<file path="src/rtl/alu_issue_stage.sv">
// Decode/issue pipeline register for RV32I ALU work.
// One-entry skid-free stage: decode combinationally, register on accept.
package ALU_pkg;
  localparam logic [3:0] ALU_ADD  = 4'd0;
  localparam logic [3:0] ALU_SUB  = 4'd1;
  localparam logic [3:0] ALU_AND  = 4'd2;
  localparam logic [3:0] ALU_OR   = 4'd3;
  localparam logic [3:0] ALU_XOR  = 4'd4;
  localparam logic [3:0] ALU_SLL  = 4'd5;
  localparam logic [3:0] ALU_SRL  = 4'd6;
  localparam logic [3:0] ALU_SRA  = 4'd7;
  localparam logic [3:0] ALU_SLT  = 4'd8;
  localparam logic [3:0] ALU_SLTU = 4'd9;
endpackage

module alu_issue_stage (
  input  logic        clk,
  input  logic        rst_n,
  input  logic        IN_VALID,
  output logic        IN_READY,
  input  logic [31:0] INSTR,
  input  logic [31:0] PC,
  input  logic [31:0] RS1_DATA,
  input  logic [31:0] RS2_DATA,
  input  logic        FLUSH,
  output logic        OUT_VALID,
  input  logic        OUT_READY,
  output logic [31:0] OP_A,
  output logic [31:0] OP_B,
  output logic [3:0]  ALUCTRL,
  output logic [4:0]  RD,
  output logic        RD_WE,
  output logic        IS_BRANCH,
  output logic [2:0]  BR_FUNCT3,
  output logic        ILLEGAL
);
  import ALU_pkg::*;

  logic [6:0]  opc, f7;
  logic [2:0]  f3;
  logic [4:0]  rd;
  logic [31:0] imm_i, imm_s, imm_u, shamt;
  logic [31:0] d_a, d_b;
  logic [3:0]  d_op;
  logic        d_we, d_br, d_ill;
  logic        accept;

  assign opc   = INSTR[6:0];
  assign f3    = INSTR[14:12];
  assign f7    = INSTR[31:25];
  assign rd    = INSTR[11:7];
  assign imm_i = {{20{INSTR[31]}}, INSTR[31:20]};
  assign imm_s = {{20{INSTR[31]}}, INSTR[31:25], INSTR[11:7]};
  assign imm_u = {INSTR[31:12], 12'b0};
  assign shamt = {27'b0, INSTR[24:20]};

  assign IN_READY = !OUT_VALID || OUT_READY;
  assign accept   = IN_VALID && IN_READY;

  function automatic logic [3:0] f3_op(input logic [2:0] f);
    case (f)
      3'b000:  f3_op = ALU_ADD;
      3'b001:  f3_op = ALU_SLL;
      3'b010:  f3_op = ALU_SLT;
      3'b011:  f3_op = ALU_SLTU;
      3'b100:  f3_op = ALU_XOR;
      3'b101:  f3_op = ALU_SRL;
      3'b110:  f3_op = ALU_OR;
      default: f3_op = ALU_AND;
    endcase
  endfunction

  always_comb begin
    d_a   = '0;
    d_b   = '0;
    d_op  = ALU_ADD;
    d_we  = 1'b0;
    d_br  = 1'b0;
    d_ill = 1'b0;
    unique case (1'b1)
      opc == 7'b0110011: begin
        d_a  = RS1_DATA;
        d_b  = RS2_DATA;
        d_we = 1'b1;
        if (f7 == 7'b0)
          d_op = f3_op(f3);
        else if (f7 == 7'b0100000 && f3 == 3'b000)
          d_op = ALU_SUB;
        else if (f7 == 7'b0100000 && f3 == 3'b101)
          d_op = ALU_SRA;
        else
          d_ill = 1'b1;
      end
      opc == 7'b0010011: begin
        d_a  = RS1_DATA;
        d_b  = imm_i;
        d_we = 1'b1;
        d_op = f3_op(f3);
        // Shift-immediates reuse imm[11:5] as funct7
        if (f3 == 3'b001) begin
          d_b   = shamt;
          d_ill = (f7 != 7'b0);
        end else if (f3 == 3'b101) begin
          d_b = shamt;
          if (f7 == 7'b0100000)
            d_op = ALU_SRA;
          else if (f7 != 7'b0)
            d_ill = 1'b1;
        end
      end
      opc == 7'b0110111: begin
        d_b  = imm_u;
        d_we = 1'b1;
      end
      opc == 7'b0010111: begin
        d_a  = PC;
        d_b  = imm_u;
        d_we = 1'b1;
      end
      opc == 7'b0000011: begin
        d_a  = RS1_DATA;
        d_b  = imm_i;
        d_we = 1'b1;
      end
      opc == 7'b0100011: begin
        d_a = RS1_DATA;
        d_b = imm_s;
      end
      opc == 7'b1100011: begin
        d_a  = RS1_DATA;
        d_b  = RS2_DATA;
        d_br = 1'b1;
        case (f3[2:1])
          2'b00:   d_op = ALU_SUB;
          2'b10:   d_op = ALU_SLT;
          2'b11:   d_op = ALU_SLTU;
          default: d_ill = 1'b1;
        endcase
      end
      default: d_ill = 1'b1;
    endcase
    if (d_ill) begin
      d_a  = '0;
      d_b  = '0;
      d_op = ALU_ADD;
      d_we = 1'b0;
      d_br = 1'b0;
    end
    if (rd == 5'd0)
      d_we = 1'b0;
  end

  always_ff @(posedge clk or negedge rst_n) begin
    if (!rst_n) begin
      OUT_VALID <= 1'b0;
      OP_A      <= '0;
      OP_B      <= '0;
      ALUCTRL   <= ALU_ADD;
      RD        <= '0;
      RD_WE     <= 1'b0;
      IS_BRANCH <= 1'b0;
      BR_FUNCT3 <= '0;
      ILLEGAL   <= 1'b0;
    end else begin
      // Flush wins over a same-cycle accept
      if (FLUSH)
        OUT_VALID <= 1'b0;
      else if (accept)
        OUT_VALID <= 1'b1;
      else if (OUT_READY)
        OUT_VALID <= 1'b0;
      if (accept && !FLUSH) begin
        OP_A      <= d_a;
        OP_B      <= d_b;
        ALUCTRL   <= d_op;
        RD        <= rd;
        RD_WE     <= d_we;
        IS_BRANCH <= d_br;
        BR_FUNCT3 <= f3;
        ILLEGAL   <= d_ill;
      end
    end
  end
endmodule

</file>
<file path="config.mk">
export PLATFORM = sky130hd
export DESIGN_NAME = alu_issue_stage
export DESIGN_NICKNAME = d
export VERILOG_FILES = /design/src/rtl/alu_issue_stage.sv
export SDC_FILE = /design/constraint.sdc
export NUM_CORES = 1
export LEC_CHECK = 0
export ABC_AREA = 0
export CAP_MARGIN = 5
export CORE_MARGIN = 4
export CORE_UTILIZATION = 25
export DETAILED_ROUTE_END_ITERATION = 16
export GPL_ROUTABILITY_DRIVEN = 0
export PLACE_DENSITY_LB_ADDON = 0.3
export SYNTH_ARGS = -nofsm -noshare
export SYNTH_HDL_FRONTEND = slang
export SYNTH_SLANG_ARGS = --single-unit
</file>
<file path="constraint.sdc">
create_clock -name clk -period 1.6 [get_ports clk]
set_input_delay 0.32 -clock clk [delete_from_list [all_inputs] [get_ports clk]]
set_output_delay 0.32 -clock clk [all_outputs]
set_load 0.005 [all_outputs]
</file>
# After elaboration in Yosys (flattened, before gate mapping)

Cells that the tools add are included.

Bits in registers: 80
Output and inout bits: 81

Equal/unequal tests: 16
Multiplexer cells: 33
Reductions and logical operators: 19

Operator list:

| kind                                                             | number |
|---|---|
| 32-bit case mux with 5 select lines                              | 1 |
| 32-bit two-way mux                                               | 4 |
| 32-bit case mux with 2 select lines                              | 1 |
| 7-bit by 6-bit == test with 1-bit output (second input constant) | 4 |
| 4-bit case mux with 7 select lines                               | 1 |
| 4-bit case mux with 3 select lines                               | 2 |
| 4-bit two-way mux                                                | 5 |
| 1-bit two-way mux                                                | 16 |
| 7-bit by 5-bit == test with 1-bit output (second input constant) | 2 |
| 5-bit OR reduction                                               | 2 |
| 3-bit == test (second input constant)                            | 3 |
| 7-bit by 2-bit == test with 1-bit output (second input constant) | 1 |
| 7-bit == test (second input constant)                            | 1 |
| 7-bit zero test                                                  | 1 |
| 7-bit nonzero test                                               | 1 |
| 3-bit by 2-bit == test with 1-bit output (second input constant) | 2 |
| 3-bit two-way mux                                                | 2 |
| 5-bit zero test                                                  | 1 |
| 2-bit == test (second input constant)                            | 2 |
| 1-bit logical AND                                                | 4 |
| 1-bit case mux with 4 select lines                               | 1 |
| 2-bit OR reduction                                               | 2 |
| 4-bit OR reduction                                               | 1 |
| 3-bit by 1-bit == test with 1-bit output (second input constant) | 1 |
| 6 further kinds                                                  | 7 |

# Longest topological paths before layout

Depth after elaboration: 8
Gate-level depth with buffers: 10

# Worst setup path before layout

Ideal clock, no wire load.

Kind: input to register
From: input INSTR[14]
To: register RD_WE
Library setup time: 0.104 ns
Arrival: 2.083 ns
Data required time: 1.496 ns
Path slack: -0.587 ns
Cell stages on the path: 10
Path through: clkbuf_1 inv_1 ha_1 nor2b_1 o21ai_0 nand4b_1 or2_0 buf_2 buf_6 o41ai_2

Longest elaborated chain between the ends: 8
Elaborated cells between the ends (all ways): 18
Those cells by class: 4 x eq/ne; 9 x mux; 5 x reduce/logical

Ends and longest elaborated chain:

| item                                 | line    | text |
|---|---|---|
| start: declaration                   | 21      | `input logic [31:0] INSTR,` |
| 3-bit == test                        | 89, 103 |  |
| 1-bit logical AND                    | 89      | `else if (f7 == 7'b0100000 && f3 == 3'b101)` |
| 1-bit two-way mux                    | 89      |  |
| 1-bit two-way mux                    | 87      | `else if (f7 == 7'b0100000 && f3 == 3'b000)` |
| 1-bit two-way mux                    | 85      | `if (f7 == 7'b0)` |
| 1-bit case mux with 4 select lines * | 80      | `unique case (1'b1)` |
| 1-bit two-way mux *                  | 142     | `if (d_ill) begin` |
| 1-bit two-way mux *                  | 149     | `if (rd == 5'd0)` |
| end signal: assignment               | 177     | `RD_WE <= d_we;` |
| end: declaration                     | 32      | `output logic RD_WE,` |

Every way passes the cells marked *; elsewhere a longest branch is shown, timed or not.
A chain may end at the register's enable or synchronous reset.

# Worst setup path after layout

From: input INSTR[25]
To: register OP_A[29]

Longest elaborated chain between the ends: 7
Elaborated cells between the ends (all ways): 14
Those cells by class: 1 x eq/ne; 9 x mux; 4 x reduce/logical

Ends and longest elaborated chain:

| item                                                                           | line    | text |
|---|---|---|
| 7-bit nonzero test or 7-bit by 6-bit == test with 1-bit output (tied branches) | n/a     |  |
| 1-bit two-way mux or 1-bit logical AND (tied branches)                         | 107, 89 |  |
| 1-bit two-way mux, on equally long branches                                    | 105, 89 |  |
| 1-bit two-way mux, on equally long branches                                    | 103, 87 |  |
| 1-bit two-way mux, on equally long branches                                    | 100, 85 |  |
| 1-bit case mux with 4 select lines *                                           | 80      |  |
| 32-bit two-way mux *                                                           | 142     |  |
| end signal: assignment                                                         | 156     | `OP_A <= '0;` |
| end signal: assignment                                                         | 173     | `OP_A <= d_a;` |
| end: declaration                                                               | 28      | `output logic [31:0] OP_A,` |

Marks and branches as above.

==> reports/qor.txt <==
Syn_area_per_cell: 9.698 sq um
Max_cap viols: 0
Worst R2R End: OP_A[29]$_DFFE_PN0P_
CP max stage cell: or4_4
Detailed Routing Iterations Pass 1: 4
M1 wire length: 6665 um
Layout cells sized above 1: 24.60%
Die width: 134.1 um
Post-DP HPWL: 11820 um
Yosys reg bits: 80
Starting DRT DRC Count: 195
Worst setup EP type: flip-flop
CTS max path bufs: 2
Cells after Synth: 410
Max Clock Freq: 0.5215 GHz
Largest net degree at the start of global routing: 42
Hold Path Stages: 3
Gr ovfl total: 0
Final max-slew violation count: 0
DIE HEIGHT: 134.1 um
Worst R2R Setup Slack: -0.15 ns
Crit-path max FO: 6
Starting Density: 25.87%
Port Buffer Count: 213
Worst-case clock skew: 0.01151 ns
Pwr dens: 677.6 nW/um^2
DR WL met3: 1104 um
Critical path's top delay family: simple AND/OR/NAND/NOR gates
Max layer used: met4
EDFF count, synth: 0
Critical path class: input port to flip-flop
Critical path arrival: 2.17 ns
Pre-CTS setup slack: -1.040 ns
Nets: 820
Routed len/inst: 18.04 um
Worst-path clk slew: 0.06 ns
RSZ-0062 raised after global routing: true
Hold endpoint: OP_B[27]$_DFFE_PN0P_
H-tree levels: 3
Worst R2R Path Depth: 7
Vias in the first global route: 4618
Final Setup Violations: 70
Minimum clock period: 1.918 ns
PnR worst setup slack: -0.3175 ns
Relative slew slack: 70.67%
Vias per cell: 4.832
Residual DRC: 0
Setup tns final: -14.86 ns
Clock Sinks: 80
Type of the worst min-delay path: input port to flip-flop
Vias: 4344
Least-Margin Pin Slew: 0.4383 ns
CP startpoint kind: input port
Cell variety after synth: 49
Final period utilization: 119.8%
Worst VDD drop: 0.4221 mV
Syn_nets: 548
Die footprint: 17990 sq um
Sequential fraction of the synthesis area: 50.35%
WL met2: 8150 um
Mapped cell area: 3976 sq um
RR Startpoint: OUT_VALID$_DFFE_PN0P_
Final WL: 16220 um
Failing checks: negative setup slack
CP Data Required Time: 1.86 ns
Core footprint: 15370 sq um
Ports: 214
Async set or reset register ratio after synthesis: 100.0%
Leakage: 3.168 nW
Root Buffer: clkbuf_16
Synthesis-to-layout area growth: 93.36%
Outcome: finished, violations left
First-pass GRT wire length: 25610 um
Worst path max stage delay: 0.57 ns
GRT Util Overall: 18.00%
Num CTS Buffers: 9
Final Hold Viols: 0
Critical path buffer and inverter count: 3
Rows: 45
Initial antenna violation count: 1
CTS tree: yes
Clock Latency Late Sink: 0.34 ns
Ys Warns: 0
Post-DRT Antenna Nets: 0
CP cell instances: buf_6 -> or4_4 -> o32ai_4 -> a311oi_2 -> or2_4 -> buf_12 -> buf_16 -> o21ai_2
Top_reg_cell synth: dfrtp_1
Hold_sp: INSTR[27]
layer usage:
layer  vias up  track usage (%)
met5         -                0
met4         0            5.260
met3        17            4.164
met2       143            30.49
met1      2109            23.04
li1       2075                -
worst max-delay path by stage:
stage	startpoint	to	slack (ns)	depth (start not counted)
finish	INSTR[25]	OP_A[29]$_DFFE_PN0P_	-0.32	8
global placement	INSTR[28]	RD_WE$_DFFE_PN0P_	-0.95	7
detailed placement	INSTR[26]	OP_B[27]$_DFFE_PN0P_	-1.04	7
CTS	INSTR[25]	ILLEGAL$_DFFE_PN0P_	-0.27	8
floorplan	INSTR[28]	RD_WE$_DFFE_PN0P_	-0.40	7
global route	INSTR[25]	OP_A[29]$_DFFE_PN0P_	-0.32	8
where the power goes:
part	switching, mW	leakage [nW]	internal, mW
Combinational	0.330	1.92	0.540
Clock	0.849	0.152	1.41
Sequential	0.0211	1.10	2.06
layout make-up:
| class | count | area [sq um] |
|---|---|---|
| well taps | 211 | 264.0 |
| multi-input cells | 288 | 2072 |
| clock inverters | 5 | 80.08 |
| inverters | 5 | 18.77 |
| repair buffers | 298 | 3007 |
| clock buffers | 11 | 242.7 |
| flip-flops and latches | 80 | 2002 |
| fillers | 1421 | 7682 |
| diodes | 1 | 2.502 |
Yosys cell counts, types with 2 or more instances:
cell	number	area (sq um)
a221oi_1	21	183.9
a32o_1	4	40.04
nor2_1	6	22.52
mux2_2	5	56.30
clkbuf_1	32	120.1
a31oi_1	2	12.51
inv_1	5	18.77
nor2b_1	5	31.28
buf_2	4	20.02
ha_1	5	62.56
a21oi_1	8	40.04
a2bb2oi_1	2	17.52
o21ai_0	67	335.3
and2_1	2	12.51
dfrtp_1	80	2002
nor3_1	4	20.02
nand2_1	69	259.0
nand2b_1	6	37.54
nand3b_1	3	22.52
a22oi_1	33	247.7
and3_1	2	12.51
a22o_1	15	131.4
o21ai_1	4	20.02
flip-flops by register name, summed over array words and instances (netlist names):
signal and flops:
OP_B 32, RD 5, IS_BRANCH 1, BR_FUNCT3 3, OUT_VALID 1, OP_A 32, RD_WE 1, ILLEGAL 1
ALUCTRL 4
cells by family (layout without fill, tap and decap cells):
| group | after synthesis | after routing | synth area share, % |
|---|---|---|---|
| buffers and inverters | 42 | 319 | 4.280 |
| muxes | 5 | 5 | 1.416 |
| xor gates and xnor gates | 1 | 1 | 0.2203 |
| AOI/OAI and AO/OA | 168 | 168 | 29.20 |
| other | 0 | 1 | 0 |
| DFF | 80 | 80 | 50.35 |
| adders and majority gates | 5 | 5 | 1.573 |
| and+or+nand+nor | 109 | 109 | 12.96 |
placed cells by master, fill, tap and decap left out, types with 3 or more instances in the layout:
| master | netlist | layout |
|---|---|---|
| a21oi_1 | 8 | 7 |
| nand3b_1 | 3 | 3 |
| buf_16 | 0 | 5 |
| a22oi_1 | 33 | 33 |
| o21ai_0 | 67 | 10 |
| o21ai_2 | 0 | 34 |
| clkdlybuf4s50_1 | 0 | 191 |
| a221oi_1 | 21 | 20 |
| a22o_1 | 15 | 15 |
| mux2_2 | 5 | 5 |
| dlygate4sd2_1 | 0 | 11 |
| ha_1 | 5 | 4 |
| o21ai_1 | 4 | 26 |
| nand2_1 | 69 | 68 |
| nor2_1 | 6 | 6 |
| buf_12 | 0 | 9 |
| inv_1 | 5 | 4 |
| a32o_1 | 4 | 4 |
| dlymetal6s2s_1 | 0 | 3 |
| nand2b_1 | 6 | 5 |
| clkbuf_16 | 0 | 9 |
| buf_4 | 0 | 65 |
| dfrtp_1 | 80 | 80 |
| buf_6 | 1 | 7 |
| nor2b_1 | 5 | 4 |
worst min-delay path, stage by stage:
cell and delay, ns:
buf_2 0.11, a221oi_1 0.09, o21ai_1 0.13
stage by stage:
step / util, % / total power, mW / hold WS [ns] / area (sq um) / instances
finish: 50.02 / 5.209 / 0.3618 / 7689 / 899
global route: 50.02 / 5.441 / 0.3555 / 7689 / 899
CTS: 49.61 / 5.258 / 0.3767 / 7625 / 898
detailed placement: 44.26 / 2.932 / 0.2763 / 6803 / 860
global placement: 44.26 / 2.919 / 0.2685 / 6803 / 860
floorplan: - / 2.306 / 0.02441 / 3985 / 410
repair_timing:
action | 4_1_cts | 5_1_grt
setup endpoints to repair | 73 | 75
hold buffers | 1 | 0
gates cloned | 6 | 0
setup buffers | 15 | 3
gates resized for setup | 139 | 25
pin swaps | 33 | 9
hold endpoints to repair | 23 | 0
(Power assumes the default switching activity.)
